<file path="src/rtl/dcache_write_buffer.sv">
// Posted-write FIFO between the dcache write-through path and the main-memory write port.
// Coalesces repeated stores to the newest address and forwards buffered data to fills.
module dcache_write_buffer #(
  parameter int DEPTH = 4,
  parameter int AW    = 16,
  parameter int DW    = 16
) (
  input  logic                     clk,
  input  logic                     rst,
  input  logic                     enq_valid,
  input  logic [AW-1:0]            enq_addr,
  input  logic [DW-1:0]            enq_data,
  output logic                     enq_ready,
  input  logic                     drain_en,
  input  logic                     mem_busy,
  output logic                     mem_wr_en,
  output logic [AW-1:0]            mem_wr_addr,
  output logic [DW-1:0]            mem_wr_data,
  input  logic [AW-1:0]            lookup_addr,
  output logic                     lookup_hit,
  output logic [DW-1:0]            lookup_data,
  output logic [$clog2(DEPTH):0]   count,
  output logic                     empty,
  output logic                     full
);

  localparam int PW = $clog2(DEPTH);
  localparam int CW = PW + 1;

  logic [AW-1:0] addr_q [DEPTH];
  logic [DW-1:0] data_q [DEPTH];
  logic [PW-1:0] head_q, head_d, tail_q, tail_d, newest;
  logic [CW-1:0] count_q, count_d;
  logic          enq_fire, deq_fire, coalesce, push;

  assign empty       = (count_q == '0);
  assign full        = (count_q == CW'(DEPTH));
  assign count       = count_q;
  assign enq_ready   = ~full;
  assign mem_wr_en   = ~empty & drain_en;
  assign mem_wr_addr = addr_q[head_q];
  assign mem_wr_data = data_q[head_q];

  assign enq_fire = enq_valid & enq_ready;
  assign deq_fire = mem_wr_en & ~mem_busy;
  assign newest   = tail_q - PW'(1);

  // A lone entry leaving this cycle must not absorb the store, or the new data would be lost.
  assign coalesce = enq_fire & ~empty & (addr_q[newest] == enq_addr)
                  & ~((count_q == CW'(1)) & deq_fire);
  assign push     = enq_fire & ~coalesce;

  always_comb begin
    head_d  = deq_fire ? head_q + PW'(1) : head_q;
    tail_d  = push ? tail_q + PW'(1) : tail_q;
    count_d = count_q + CW'(push) - CW'(deq_fire);
  end

  always_ff @(posedge clk) begin
    if (rst) begin
      head_q  <= '0;
      tail_q  <= '0;
      count_q <= '0;
    end else begin
      head_q  <= head_d;
      tail_q  <= tail_d;
      count_q <= count_d;
    end
  end

  always_ff @(posedge clk) begin
    if (push) begin
      addr_q[tail_q] <= enq_addr;
      data_q[tail_q] <= enq_data;
    end else if (coalesce) begin
      data_q[newest] <= enq_data;
    end
  end

  // Scan oldest to youngest so the last match wins.
  always_comb begin
    logic [PW-1:0] idx;
    lookup_hit  = 1'b0;
    lookup_data = '0;
    idx         = '0;
    for (int i = 0; i < DEPTH; i++) begin
      idx = head_q + PW'(i);
      if ((CW'(i) < count_q) && (addr_q[idx] == lookup_addr)) begin
        lookup_hit  = 1'b1;
        lookup_data = data_q[idx];
      end
    end
  end

endmodule

</file>
<file path="config.mk">
export PLATFORM = sky130hd
export DESIGN_NAME = dcache_write_buffer
export DESIGN_NICKNAME = d
export VERILOG_FILES = /design/src/rtl/dcache_write_buffer.sv
export SDC_FILE = /design/constraint.sdc
export NUM_CORES = 1
export LEC_CHECK = 0
export ABC_AREA = 1
export CAP_MARGIN = 40
export CORE_MARGIN = 2
export CORE_UTILIZATION = 60
export CTS_CLUSTER_DIAMETER = 100
export DETAILED_ROUTE_END_ITERATION = 10
export PLACE_DENSITY = 0.92
export SKIP_LAST_GASP = 1
export SLEW_MARGIN = 20
export SYNTH_ARGS = -nofsm -noshare
export SYNTH_HDL_FRONTEND = slang
export SYNTH_SLANG_ARGS = --single-unit
</file>
<file path="constraint.sdc">
create_clock -name clk -period 5.25 [get_ports clk]
set_input_delay 1.575 -clock clk [delete_from_list [all_inputs] [get_ports clk]]
set_output_delay 1.575 -clock clk [all_outputs]
set_load 0.03 [all_outputs]
</file>
==> flow_summary.toml <==
[flow_run]
max_cap_viol_count = 0

[setup_path]
crit_type = "in2out"
worst_r2r_endpoint = "count[2]"
required_ps = 3680
critPathMaxFanout = 9
regToRegSetupSlack_ps = 370
reg2reg_from = "tail_q[0]"
critPathLaunchType = "input port"
slowest_delay_ps = 520
reg2reg_depth = 20
crit_top_cell = "nand2_1"
crit_chain = "clkdlybuf4s50_1 -> inv_1 -> buf_4 -> nand2_1 -> nand2_1 -> nor2_1 -> nand2_1 -> nor2_4 -> buf_12 -> nand3_4 -> nand2_1 -> nand3_1 -> a21oi_1 -> buf_4"
worst_ep_arrival_time_ps = 3560
cp_top_family = "buffers and inverters"
cp_slowest_cell = "clkdlybuf4s50_1"
crit_buf_inv = 5
crit_path_end_kind = "output pin"

[finish]
antenna_cells = 0
nets = 1738
area_growth_pct = 19.7
fillers = 1303
drive_above_1_share_pct = 7.41
finish.utilization_pct = 72.9
multi_input_area_mm2 = 0.00559
regArea_mm2 = 0.00403
layout.cells.non_filler = 1913

[die]
die_w_um = 136
die_y_um = 136
start_util_pct = 60.9
io_pins = 109
dieArea_mm2 = 0.0185
fp.coreArea_mm2 = 0.0172
rows = 48

[synth]
synth_xor_area_share_pct = 1.09
ys_ff_latch = 137
synth_top_family_by_area = "simple AND/OR/NAND/NOR gates"
synth_simple_gate_area_share_pct = 39.7
avgSynthCellArea_um2 = 6.61
yosysSeqAreaShare_pct = 38.5
synth_compound_area_share_pct = 11.1
synthArstFlopShare_pct = 0
syn_inst = 1584
netlist_area_mm2 = 0.0105
synth-edff-count = 128
synth_ff_type = "edfxtp_1"
synth_top_cell_area_share_pct = 36.7
synth.area.top_cells = "edfxtp_1, nand2_1, o21ai_0"
synth-warning-count = 0
synthAdderAreaFrac_pct = 1.15
syn_nets = 1646
synth_mux_area_share_pct = 0.0957
ys_types = 40
yosys.area.top_type = "edfxtp_1"

[timing]
relSlewSlack_pct = 51.8
worst_slew_pin_slew_ps = 715
setup_viol = 0
finalCritPeriodShare_pct = 97.8
hold_viol = 0
fmax_ghz = 0.195
fin_crit_ps = 5140
fin_skew_ps = 10.8
tns_ps = 0
drv_slew = 0

[clock_tree]
path_clk_slew_ps = 60
cts_tree = "built"
h-tree-depth = 4
worstSkewPairLatency_ps = 420
cts_buffer_depth = 2
cts_made_buffers = 17
cts-root-buf = "clkbuf_16"
clkSinkCount = 137

[grt]
track_usage_pct = 41.2
grt_pass1_wl_um = 57200
overflow = 0
grt_max_degree = 68
grt_pass1_vias = 10100
antenna_found_initial = 1

[detailed_routing]
wl_met3_um = 7090
drtAntennaViolNets = 0
wl_met1_um = 15200
dr.pass1.iters = 7
met2_length_um = 15500
top_layer = "met5"
drc_errors = 0
avgViaCountPerCell = 6.16
drt-total-wl_um = 38800
num_vias = 11800
drt_iter0_markers = 2096
wire_per_inst_um = 20.3

[hold_path]
hold_depth = 2
hold_class = "reg2reg"
hold_start = "tail_q[1]"
min_to = "tail_q[1]"

[power]
p_leak_nw = 5.78
powerDensity_mw_per_mm2 = 432
ir_drop_mv = 0.385

[placed_design]
hpwl_um = 26500
post-place-cells = 1877
gp_congestion = 1.01
port_buffers = 108

[outcome]
status = "completed"
worst max path at each step:
stage	startpoint	to	slack [ps]	cells after the start
6_report	lookup_addr[12]	lookup_data[15]	110	14
5_1_grt	lookup_addr[12]	lookup_data[11]	-0.8	16
4_1_cts	head_q[1]	lookup_data[15]	10	15
3_5_place_dp	lookup_addr[14]	lookup_data[11]	30	16
3_3_place_gp	lookup_addr[14]	lookup_data[11]	30	16
2_1_floorplan	lookup_addr[1]	lookup_data[15]	630	11
synthesized netlist by cell type, drive strengths merged (2+ instances only):
master,number
nand2,696
ha,8
or2,2
a21oi,20
xnor2,8
inv,119
a221oi,6
clkbuf,26
a22oi,12
buf,57
o21ai,131
o211ai,14
o22ai,21
edfxtp,128
nor2,150
nor3,3
xor2,5
nand3,123
dfxtp,9
nand4,41
cells in the final DEF (no fill, tap or decap), drive strengths merged:
cell,Yosys,routed
nand2,696,696
nor2,150,150
o21ai,131,131
edfxtp,128,128
nand3,123,124
inv,119,123
clkdlybuf4s50,0,86
buf,57,63
nand4,41,41
o22ai,21,21
a21oi,20,20
clkbuf,26,19
o211ai,14,14
a22oi,12,12
dfxtp,9,9
xnor2,8,8
ha,8,8
a221oi,6,6
xor2,5,5
dlymetal6s2s,0,5
bufinv,0,4
clkinv,1,4
nor3,3,3
clkinvlp,0,2
or2,2,2
a221o,1,1
o2111ai,1,1
mux2i,1,1
fa,1,1
timing repair:
| action | 4_1_cts | 5_1_grt |
|---|---|---|
| hold buffers | 0 | 0 |
| setup endpoints to repair | 0 | 17 |
| setup buffers | 0 | 3 |
| gates resized for setup | 0 | 13 |
metal layers:
layer | up-vias | GRT usage, %
met4 | 2 | 10.3
li1 | 5385 | -
met2 | 1048 | 55.5
met1 | 5217 | 60.4
met3 | 128 | 17.7
met5 | - | 0
logic make-up (layout without fill, tap and decap cells):
| family | Yosys count | after routing |
|---|---|---|
| and+or+nand+nor | 1015 | 1016 |
| buffers and inverters | 203 | 306 |
| xor gates and xnor gates | 13 | 13 |
| muxes | 1 | 1 |
| DFF | 137 | 137 |
| AOI/OAI and AO/OA | 206 | 206 |
| adders and majority gates | 9 | 9 |
worst register-to-register path: stages, from the launching register on:
cell	delay, ps
dfxtp_1	320
buf_4	380
inv_1	130
ha_1	340
clkinv_1	530
a21oi_1	300
o21ai_0	130
nand2_1	160
o21ai_0	170
nor2_1	220
nand2_1	90
nor2_1	280
nand3_1	260
nand2_1	290
ha_1	280
inv_1	50
ha_1	130
inv_1	50
fa_1	380
xnor2_1	200
nor2_1	70
stage by stage:
step	total power [mW]	cell area (um2)	hold WS, ps	setup WS (ps)
final	5.42	12500	553	113
after global routing	5.64	12500	557	-0.826
after CTS	5.26	12400	550	14.5
after detailed placement	3.98	11800	542	27.5
after global placement	3.90	11700	499	26.9
after floorplan	3.10	10500	468	627
cell type report:
type / instances / share of cell area [%]
Timing Repair Buffer: 155 / 12.3
Clock buffer: 18 / 3.43
Tap cell: 225 / 2.25
Inverter: 120 / 3.62
Clock inverter: 13 / 1.54
Multi-Input combinational cell: 1245 / 44.7
Sequential cell: 137 / 32.2
report_power, final:
part           internal, mW  switching (mW)
Sequential             1.31           0.119
Combinational         0.842            1.88
Clock                 0.798           0.469
sequential cells by signal (all words and copies together), names as in the netlist, named ones only:
name / flops
data_q: 64
tail_q: 2
head_q: 2
addr_q: 64
count: 3
Power figures use the tool's default switching activity.
